$ cat src/rtl/lif_pkg.sv
// Shared constants and state encoding for the leaky integrate-and-fire neuron.
package lif_pkg;

    // Neuron control states
    typedef enum logic {
        ST_INTEGRATE  = 1'b0,
        ST_REFRACTORY = 1'b1
    } lif_state_t;

    // Default parameter values
    localparam int LIF_WIDTH          = 8;
    localparam int LIF_CUR_SHIFT      = 1;
    localparam int LIF_LEAK_SHIFT     = 3;
    localparam int LIF_REFRACT_CYCLES = 4;
    localparam int LIF_RESET_MODE     = 0;

    // Width of a down-counter able to hold n (at least one bit)
    function automatic int cnt_width(input int n);
        return (n < 1) ? 1 : $clog2(n + 1);
    endfunction

endpackage

$ cat src/rtl/lif_sat_integrate.sv
// Combinational leak-and-integrate step: (V - V>>LEAK) + (I>>CUR), saturated to WIDTH bits.
module lif_sat_integrate #(
    parameter int WIDTH      = 8,
    parameter int CUR_SHIFT  = 1,
    parameter int LEAK_SHIFT = 3
) (
    input  logic [WIDTH-1:0] v,
    input  logic [WIDTH-1:0] cur,
    output logic [WIDTH-1:0] sum
);

    logic [WIDTH-1:0] leaked;
    logic [WIDTH-1:0] scaled;
    logic [WIDTH:0]   wide;

    // Leak never underflows since V>>LEAK <= V; the add gets one extra bit for carry
    always_comb begin
        leaked = v - (v >> LEAK_SHIFT);
        scaled = cur >> CUR_SHIFT;
        wide   = {1'b0, leaked} + {1'b0, scaled};
        sum    = wide[WIDTH] ? {WIDTH{1'b1}} : wide[WIDTH-1:0];
    end

endmodule

$ cat src/rtl/lif_neuron_param.sv
// Parametrised leaky integrate-and-fire neuron with refractory period and spike counter.
module lif_neuron_param
    import lif_pkg::*;
#(
    parameter int WIDTH          = LIF_WIDTH,
    parameter int CUR_SHIFT      = LIF_CUR_SHIFT,
    parameter int LEAK_SHIFT     = LIF_LEAK_SHIFT,
    parameter int REFRACT_CYCLES = LIF_REFRACT_CYCLES,
    parameter int RESET_MODE     = LIF_RESET_MODE
) (
    input  logic             clk,
    input  logic             rst_n,
    input  logic             en,
    input  logic [WIDTH-1:0] synaptic_current,
    input  logic [WIDTH-1:0] threshold,
    output logic             spike,
    output logic [WIDTH-1:0] membrane_potential,
    output logic             refractory,
    output logic [15:0]      spike_count
);

    localparam int CNT_W = cnt_width(REFRACT_CYCLES);

    lif_state_t       state_reg, state_next;
    logic [CNT_W-1:0] rcnt_reg, rcnt_next;
    logic [WIDTH-1:0] v_reg, v_next;
    logic             spike_reg, spike_next;
    logic [15:0]      count_reg, count_next;
    logic [WIDTH-1:0] sum;
    logic             fire;

    lif_sat_integrate #(
        .WIDTH      (WIDTH),
        .CUR_SHIFT  (CUR_SHIFT),
        .LEAK_SHIFT (LEAK_SHIFT)
    ) u_integrate (
        .v   (v_reg),
        .cur (synaptic_current),
        .sum (sum)
    );

    assign fire = (sum >= threshold);

    // State and datapath registers, cleared asynchronously
    always_ff @(posedge clk or negedge rst_n) begin
        if (!rst_n) begin
            state_reg <= ST_INTEGRATE;
            rcnt_reg  <= '0;
            v_reg     <= '0;
            spike_reg <= 1'b0;
            count_reg <= '0;
        end else begin
            state_reg <= state_next;
            rcnt_reg  <= rcnt_next;
            v_reg     <= v_next;
            spike_reg <= spike_next;
            count_reg <= count_next;
        end
    end

    // Next-state logic: integrate/fire or count down the refractory period; everything holds when en=0
    always_comb begin
        state_next = state_reg;
        rcnt_next  = rcnt_reg;
        v_next     = v_reg;
        spike_next = 1'b0;
        count_next = count_reg;
        if (en) begin
            case (state_reg)
                ST_INTEGRATE: begin
                    if (fire) begin
                        spike_next = 1'b1;
                        count_next = count_reg + 16'd1;
                        v_next     = (RESET_MODE == 1) ? (sum - threshold) : '0;
                        if (REFRACT_CYCLES > 0) begin
                            state_next = ST_REFRACTORY;
                            rcnt_next  = CNT_W'(REFRACT_CYCLES);
                        end
                    end else begin
                        v_next = sum;
                    end
                end
                ST_REFRACTORY: begin
                    rcnt_next = rcnt_reg - CNT_W'(1);
                    if (rcnt_reg == CNT_W'(1)) begin
                        state_next = ST_INTEGRATE;
                    end
                end
                default: state_next = ST_INTEGRATE;
            endcase
        end
    end

    assign spike              = spike_reg;
    assign membrane_potential = v_reg;
    assign refractory         = (state_reg == ST_REFRACTORY);
    assign spike_count        = count_reg;

endmodule

$ cat config.mk
export PLATFORM = sky130hd
export DESIGN_NAME = lif_neuron_param
export DESIGN_NICKNAME = d
export VERILOG_FILES = /design/src/rtl/lif_pkg.sv /design/src/rtl/lif_sat_integrate.sv /design/src/rtl/lif_neuron_param.sv
export SDC_FILE = /design/constraint.sdc
export NUM_CORES = 1
export LEC_CHECK = 0
export CAP_MARGIN = 10
export CELL_PAD_IN_SITES_DETAIL_PLACEMENT = 1
export CELL_PAD_IN_SITES_GLOBAL_PLACEMENT = 2
export CORE_MARGIN = 3
export CORE_UTILIZATION = 35
export CTS_BUF_LIST = sky130_fd_sc_hd__clkbuf_16
export CTS_CLUSTER_DIAMETER = 40
export DETAILED_ROUTE_END_ITERATION = 8
export DONT_BUFFER_PORTS = 1
export PLACE_DENSITY_LB_ADDON = 0.1
export SLEW_MARGIN = 20
export SYNTH_ARGS = -nofsm -noshare
export SYNTH_HDL_FRONTEND = slang
export SYNTH_HIERARCHICAL = 1
export SYNTH_SLANG_ARGS = --single-unit
$ cat constraint.sdc
create_clock -name clk -period 5.1 [get_ports clk]
set_input_delay 1.02 -clock clk [delete_from_list [all_inputs] [get_ports clk]]
set_output_delay 1.02 -clock clk [all_outputs]
set_load 0.02 [all_outputs]
==> flow_summary.json, run 1 <==
{
  "area_growth_pct": 11.1,
  "synth-adder-area-share": 0.149,
  "worstSetupPathType": "reg2reg",
  "die_h_um": 85.4,
  "synthCells": 228,
  "grt_pass1_vias": 1831,
  "antenna_found_initial": 0,
  "postCtsSetupRepairBufs": 0,
  "status": "finished clean",
  "drive_above_1_share": 0.140,
  "grt_usage": 0.158,
  "cts_root_buf": "clkbuf_16",
  "synth_ff_type": "dfrtp_1",
  "report.final.setup_viol": 0,
  "drt_first_pass_iters": 4,
  "synth-seq-area-share": 0.329,
  "yosys.area_share.simple": 0.204,
  "dp_hpwl_um": 4320,
  "tightest_slew_ps": 875,
  "drt_iter0_markers": 37,
  "cts.sinks": 29,
  "finalNetCount": 280,
  "crit_slowest_cell": "dfrtp_1",
  "drv_slew": 0,
  "synthesis.nets": 272,
  "cts_tree": "built",
  "fin_worst_skew_ps": 5.46,
  "core-area_mm2": 0.00603,
  "yosys.cell_types.count": 49,
  "yosys.area_share.xor_xnor": 0.0873,
  "ys_ff_latch": 29,
  "overflow": 0,
  "synth_area_mm2": 0.00221,
  "maxSlewHeadroom": 0.417,
  "crit_top_cell": "ha_1",
  "io_pins": 45,
  "avgRoutedWirePerCell_um": 17.3,
  "drv_cap": 0,
  "routabilityCongestion": 0.857,
  "rows": 28,
  "worstPathCellList": "ha_1 > nor2b_4 > o31a_1 > o21a_1 > nor2_1 > xnor2_1 > ha_1 > a21o_1 > a221o_1 > o21ai_4 > nand2b_1 > inv_1 > ha_1 > nand2b_4 > a2111oi_4 > o311ai_4 > nand2_1 > mux2_2",
  "timing.rr.end": "spike_count[1]",
  "ctsLongestPathBuffers": 2,
  "setup-tns-final_ps": 0,
  "n_antenna_cell": 0,
  "rr_worst_depth": 18,
  "max_clock_freq_mhz": 211,
  "slowest_delay_ps": 490,
  "port_buffers": 0,
  "path_clk_slew_ps": 50,
  "numCtsBuffers": 5,
  "hold_viol_final": 0,
  "cp.arrival_ps": 4890,
  "fp.dieW_um": 85.4,
  "synth_mux_area_frac": 0.00964,
  "grt_start_max_net_pins": 30,
  "synth_top_family_by_area": "simple AND/OR/NAND/NOR gates",
  "die-area_mm2": 0.00729,
  "ant_nets": 0,
  "largest_register_ffs": 16,
  "r2r_slack_ps": 350,
  "grt_setup_unrepaired": "false",
  "hold_path.class": "in2async",
  "period_share": 0.931,
  "end_kind": "flip-flop",
  "worstPathRequired_ps": 5250,
  "synth-async-reset-ratio": 1.00,
  "post_drt_via_cell_ratio": 5.40,
  "period_needed_ps": 4750,
  "yosys_warnings": 6,
  "grt_pass1_wl_um": 9200,
  "crit_family": "compound AO/OA/AOI/OAI gates",
  "rr_startpoint": "membrane_potential[1]",
  "num_vias": 1679,
  "synth_compound_area_frac": 0.177,
  "insertion_delay_ps": 270,
  "synth_edf_count": 0,
  "worst_setup_path_start_kind": "flip-flop",
  "cp_max_fo": 9,
  "avgSynthCellArea_um2": 9.68,
  "worst-path-buf-inv": 1,
  "start_util": 0.366,
  "htreeDepth": 2,
  "drc": 0,
  "wl_um": 5390
}
==> worst reg2reg max path, stage by stage (launching register included) <==
cell and delay, ps:
dfrtp_1 490, ha_1 350, nor2b_4 130, o31a_1 300
o21a_1 190, nor2_1 120, xnor2_1 130, ha_1 300
a21o_1 220, a221o_1 410, o21ai_4 140, nand2b_1 100
inv_1 120, ha_1 240, nand2b_4 150, a2111oi_4 450
o311ai_4 240, nand2_1 190, mux2_2 350
==> logic make-up after synthesis <==
kind of cell,Yosys count
fa+ha+maj,25
simple gates,80
flops,29
buf+inv,25
mux,2
xor+xnor,22
compound gates,45
==> worst max path at each step <==
stage / start / endpoint / slack, ps / cells past startpoint
finish: membrane_potential[1] / spike_count[1] / 350 / 18
global route: membrane_potential[0] / spike_count[1] / 50 / 20
CTS: membrane_potential[0] / spike_count[1] / 270 / 20
detailed placement: membrane_potential[0] / spike_count[1] / 300 / 20
global placement: membrane_potential[0] / spike_count[1] / 390 / 20
floorplan: membrane_potential[5] / spike_count[1] / 730 / 19
==> cell usage after synthesis, types with 2 or more instances <==
cell,n,share of area
o21ai_0,10,0.023
ha_1,23,0.13
a21o_1,5,0.017
a41oi_1,2,0.0079
nand4_1,3,0.0085
fa_1,2,0.018
dfrtp_1,29,0.33
and3_1,3,0.0085
nand2b_1,3,0.0085
o21ai_1,3,0.0068
nor2b_1,2,0.0057
nand2_1,29,0.049
a21oi_1,5,0.011
nand3_1,10,0.023
nor2_1,15,0.026
inv_1,21,0.036
xnor2_1,15,0.060
o21a_1,4,0.014
nor3_1,2,0.0045
xor2_1,7,0.028
nand4_2,2,0.011
nor4_2,5,0.028
o21ai_2,2,0.0079
==> metrics by stage <==
stage	std cells	hold WS [ps]	setup WS, ps	utilization	cell area [um^2]
2_1_floorplan	228	456	729	-	2210
3_3_place_gp	304	471	392	0.385	2320
3_5_place_dp	304	487	299	0.385	2320
4_1_cts	311	441	266	0.407	2450
5_1_grt	311	433	53.2	0.407	2450
6_report	311	447	353	0.407	2450
==> per-layer routing <==
layer | up-vias | share of wire | GRT usage
met3 | 6 | 0.042 | 0.0408
li1 | 812 | - | -
met5 | - | 0 | 0
met4 | 0 | 0.0093 | 0.0360
met2 | 32 | 0.48 | 0.253
met1 | 829 | 0.47 | 0.214
==> cell type report <==
cell class	count	area, um^2
clock buffer	5	125
clock inverter	2	7.51
fill	693	3570
inverter	21	78.8
multi-input combinational	174	1380
sequential	29	727
tap	75	93.8
timing repair buffer	5	37.5
==> layout by cell type (no fill, tap or decap), types with 2 or more instances in the layout <==
cell type	instances
a21o_1	5
a21oi_1	5
a41oi_1	2
and3_1	3
buf_4	5
clkbuf_16	5
dfrtp_1	28
fa_1	2
ha_1	23
inv_1	22
nand2_1	29
nand2b_1	3
nand3_1	10
nand4_1	3
nand4_2	2
nor2_1	15
nor2b_1	2
nor3_1	2
nor4_2	5
o21a_1	4
o21ai_0	10
o21ai_1	3
o21ai_2	2
xnor2_1	15
xor2_1	7
==> repair_timing <==
action | CTS | global route
resized for setup | 0 | 1
endpoints found under the setup margin | 0 | 1
hold buffers | 0 | 0
Power of run 1 is left out: the tool's default activity adds up to more than one toggle a clock period on the data nets, which glitch-free logic cannot reach.
==> run 2, diff against run 1 <==
- CORE_ASPECT_RATIO: default -> 0.9
==> flow_summary.json, run 2 (synthesis gave the netlist of run 1 again) <==
{
  "status": "finished clean",
  "drt_iter0_markers": 36,
  "setup-tns-final_ps": 0,
  "grt_pass1_wl_um": 9380,
  "post_drt_via_cell_ratio": 5.25,
  "crit_slowest_cell": "a2111oi_4",
  "worstPathRequired_ps": 5250,
  "drc": 0,
  "io_pins": 45,
  "place_ws_ps": 259,
  "port_buffers": 0,
  "period_share": 0.926,
  "grt_usage": 0.163,
  "numCtsBuffers": 5,
  "cts_root_buf": "clkbuf_16",
  "avgRoutedWirePerCell_um": 17.5,
  "cp.arrival_ps": 4880,
  "fin_worst_skew_ps": 4.99,
  "grt_setup_unrepaired": "false",
  "final_common_cell": "nand2_1",
  "worst_setup_path_start_kind": "flip-flop",
  "path_clk_slew_ps": 50,
  "hold_path.class": "in2async",
  "drv_cap": 0,
  "die_h_um": 81.3,
  "cts_tree": "built",
  "htreeDepth": 2,
  "cp_max_fo": 7,
  "antenna_found_initial": 0,
  "hold_viol_final": 0,
  "num_vias": 1674,
  "rr_startpoint": "membrane_potential[5]",
  "insertion_delay_ps": 270,
  "die-area_mm2": 0.00730,
  "area_growth_pct": 11.2,
  "crit_family": "compound AO/OA/AOI/OAI gates",
  "slowest_delay_ps": 480,
  "finalWorstSetupSlack_ps": 375,
  "maxSlewHeadroom": 0.397,
  "ctsLongestPathBuffers": 2,
  "period_needed_ps": 4720,
  "ant_nets": 0,
  "drv_slew": 0,
  "n_antenna_cell": 0,
  "place_inst": 311,
  "timing.rr.end": "spike_count[1]",
  "start_util": 0.375,
  "drt_first_pass_iters": 4,
  "postCtsSetupRepairBufs": 0,
  "finalNetCount": 278,
  "cts.sinks": 29,
  "report.final.setup_viol": 0,
  "routabilityCongestion": 0.786,
  "mostFrequentLayoutCells": "nand2_1, dfrtp_1, ha_1, inv_1",
  "r2r_slack_ps": 380,
  "overflow": 0,
  "largest_register_ffs": 16,
  "core-area_mm2": 0.00589,
  "rows": 26,
  "drive_above_1_share": 0.140,
  "wl_um": 5570,
  "cts_hold_buf": 0,
  "fp.dieW_um": 89.7,
  "max_clock_freq_mhz": 212,
  "cp.depth": 19,
  "tightest_slew_ps": 904,
  "grt_pass1_vias": 1825,
  "num-fill-cells": 674,
  "dp_hpwl_um": 4400,
  "rr_worst_depth": 19,
  "end_kind": "flip-flop",
  "grt_start_max_net_pins": 30,
  "worstSetupPathType": "reg2reg",
  "worst-path-buf-inv": 2,
  "stdcell_count": 319,
  "worstPathCellList": "inv_1 > ha_1 > o21a_1 > o31a_1 > o21a_1 > nor2_1 > xnor2_1 > ha_1 > a21o_1 > a221o_1 > o21ai_4 > nand2b_1 > inv_1 > ha_1 > nand2b_4 > a2111oi_4 > o311ai_4 > nand2_1 > mux2_2",
  "crit_top_cell": "ha_1"
}
[run 2: cell count changes in the layout (fill, tap and decap cells not counted), sizes merged]
cell,change
buf,-2
clkinv,+1
[run 2: worst max-delay path by stage]
| stage | startpoint | end |
|---|---|---|
| 6_report | membrane_potential[5] | spike_count[1] |
| 5_1_grt | membrane_potential[5] | spike_count[1] |
| 4_1_cts | membrane_potential[5] | spike_count[1] |
| 3_5_place_dp | membrane_potential[5] | spike_count[1] |
| 3_3_place_gp | membrane_potential[5] | spike_count[1] |
| 2_1_floorplan | membrane_potential[5] | spike_count[1] |
[run 2: metal layers]
layer | share of wire | vias to the layer above | global-route usage
met5 | 0 | - | 0
met4 | 0.0036 | 0 | 0.0276
met3 | 0.060 | 2 | 0.0537
met2 | 0.46 | 32 | 0.267
met1 | 0.48 | 830 | 0.214
li1 | - | 810 | -
[run 2: what timing repair did]
action,CTS,global route
setup endpoints to repair,0,12
gates resized for setup,0,1
endpoints found under the hold margin,0,0
[run 2: through the flow]
stage	hold WS, ps	util	area (um^2)
2_1_floorplan	456	-	2210
4_1_cts	435	0.417	2450
3_3_place_gp	477	0.393	2310
3_5_place_dp	489	0.393	2310
6_report	441	0.417	2450
5_1_grt	431	0.417	2450
[run 2: final cells by class]
cell class	instances	area [um^2]	area share
timing repair buffer	3	22.5	0.00917
inverter	21	78.8	0.0321
multi-input combinational	174	1380	0.563
clock buffer	5	125	0.0510
clock inverter	3	13.8	0.00561
tap	84	105	0.0428
sequential	29	727	0.296
Power of run 2 is left out for the same reason.
==> run 3, diff against run 2 <==
- ABC_AREA: default -> 1
==> flow_summary.json, run 3 <==
{
  "fin_worst_skew_ps": 4.55,
  "worstSetupPathType": "reg2reg",
  "synthCells": 328,
  "yosys-top-cells-area": "dfrtp_1, nand2_1, ha_1, inv_1, xnor2_1",
  "final_common_cell": "nand2_1",
  "multi_input_area_mm2": 0.00153,
  "ant_nets": 0,
  "drv_slew": 0,
  "htreeDepth": 2,
  "mostFrequentLayoutCells": "nand2_1, inv_1, dfrtp_1, ha_1",
  "synth_edf_count": 0,
  "ys_ff_latch": 29,
  "dp_hpwl_um": 4810,
  "tightest_slew_ps": 607,
  "r2r_slack_ps": 890,
  "drt_first_pass_iters": 3,
  "grt_setup_unrepaired": "false",
  "seq_area_um2": 726,
  "grt_pass1_wl_um": 10100,
  "fp.dieW_um": 94.7,
  "numCtsBuffers": 5,
  "cp_max_fo": 22,
  "drc": 0,
  "finalNetCount": 375,
  "grt_usage": 0.158,
  "area_growth_pct": 8.24,
  "avgRoutedWirePerCell_um": 14.0,
  "rows": 28,
  "rr_worst_depth": 23,
  "core-area_mm2": 0.00673,
  "worst_setup_path_start_kind": "flip-flop",
  "avgSynthCellArea_um2": 7.55,
  "synthesis.nets": 372,
  "drive_above_1_share": 0.123,
  "yosys_warnings": 6,
  "post_drt_via_cell_ratio": 4.69,
  "hold_viol_final": 0,
  "postCtsSetupRepairBufs": 0,
  "cts_hold_buf": 0,
  "maxSlewHeadroom": 0.595,
  "cts.sinks": 29,
  "synth-async-reset-ratio": 1.00,
  "insertion_delay_ps": 270,
  "synth_top_area_cell": "dfrtp_1",
  "ctsLongestPathBuffers": 2,
  "num-fill-cells": 873,
  "end_kind": "flip-flop",
  "synth_ff_type": "dfrtp_1",
  "die-area_mm2": 0.00812,
  "drv_cap": 0,
  "drt_iter0_markers": 51,
  "port_buffers": 0,
  "routabilityCongestion": 0.735,
  "period_share": 0.825,
  "yosys.cell_types.count": 33,
  "io_pins": 45,
  "setup-tns-final_ps": 0,
  "period_needed_ps": 4210,
  "cts_resized": 0,
  "synth-seq-area-share": 0.293,
  "worstPathRequired_ps": 5260,
  "yosysTopAreaCellShare": 0.293,
  "synthTopCellsByCount": "nand2_1, inv_1, dfrtp_1, ha_1",
  "cts_root_buf": "clkbuf_16",
  "grt_pass1_vias": 2058,
  "synthMostInstantiatedCell": "nand2_1",
  "status": "finished clean",
  "timing.rr.end": "spike_count[4]",
  "num_vias": 1980,
  "cp.arrival_ps": 4370,
  "wl_um": 5900,
  "path_clk_slew_ps": 50,
  "start_util": 0.368,
  "antenna_found_initial": 0,
  "report.final.setup_viol": 0,
  "max_clock_freq_mhz": 238,
  "overflow": 0,
  "largest_register_ffs": 16,
  "hold_path.class": "in2async",
  "cts_tree": "built",
  "die_h_um": 85.8,
  "synth_area_mm2": 0.00248,
  "rr_startpoint": "membrane_potential[0]",
  "grt_start_max_net_pins": 30,
  "n_antenna_cell": 0
}
run 3: stage by stage:
stage / worst slack (ps) / hold WS (ps) / util / instance area, um^2 / std cells
after CTS: 791 / 431 / 0.398 / 2680 / 422
after floorplan: 1470 / 442 / - / 2480 / 328
final: 891 / 438 / 0.398 / 2680 / 422
after global routing: 468 / 425 / 0.398 / 2680 / 422
after global placement: 854 / 454 / 0.378 / 2540 / 414
after detailed placement: 816 / 458 / 0.378 / 2540 / 414
run 3: how the worst max path moves through the flow:
stage / start / to / slack, ps / depth (start not counted)
floorplan: membrane_potential[0] / spike_count[0] / 1470 / 24
global placement: membrane_potential[0] / spike_count[7] / 850 / 23
detailed placement: membrane_potential[0] / spike_count[4] / 820 / 23
CTS: membrane_potential[0] / spike_count[4] / 790 / 23
global route: membrane_potential[0] / spike_count[4] / 470 / 23
finish: membrane_potential[0] / spike_count[4] / 890 / 23
run 3: cell families (layout without fill, tap and decap cells):
family | count (synthesis) | in the layout | share of synthesized area
simple gates | 169 | 169 | 0.336
flops | 29 | 29 | 0.293
compound gates | 35 | 35 | 0.0763
fa+ha+maj | 25 | 25 | 0.132
xor+xnor | 21 | 21 | 0.0743
buf+inv | 49 | 53 | 0.0879
run 3: cell type report:
type | instances | share of cell area
inverter | 45 | 0.0640
tap | 90 | 0.0420
sequential | 29 | 0.271
clock buffer | 5 | 0.0467
clock inverter | 3 | 0.00467
multi-input combinational | 250 | 0.572
run 3: worst max-delay path, stage by stage (launching register included):
cell and delay (ps):
dfrtp_1 480, inv_1 100, ha_1 230, fa_1 410
o21ai_1 220, xnor2_1 140, inv_1 60, ha_1 330
nand2_1 80, inv_1 50, nand3_1 70, nand3_1 120
nand2_1 130, nand2_4 70, nand2_8 110, nand3_2 130
ha_1 330, a21o_1 210, nor2_4 140, nand3_4 130
nand2_4 250, inv_4 140, nand2_1 90, nand2_1 50
run 3: metal layers:
layer / vias to the layer above / wire (um) / global-route usage
met3: 3 / 248 / 0.0395
li1: 1034 / - / -
met4: 0 / 16 / 0.0275
met5: - / 0 / 0
met1: 917 / 3160 / 0.234
met2: 26 / 2470 / 0.233
Power of run 3 is left out for the same reason.
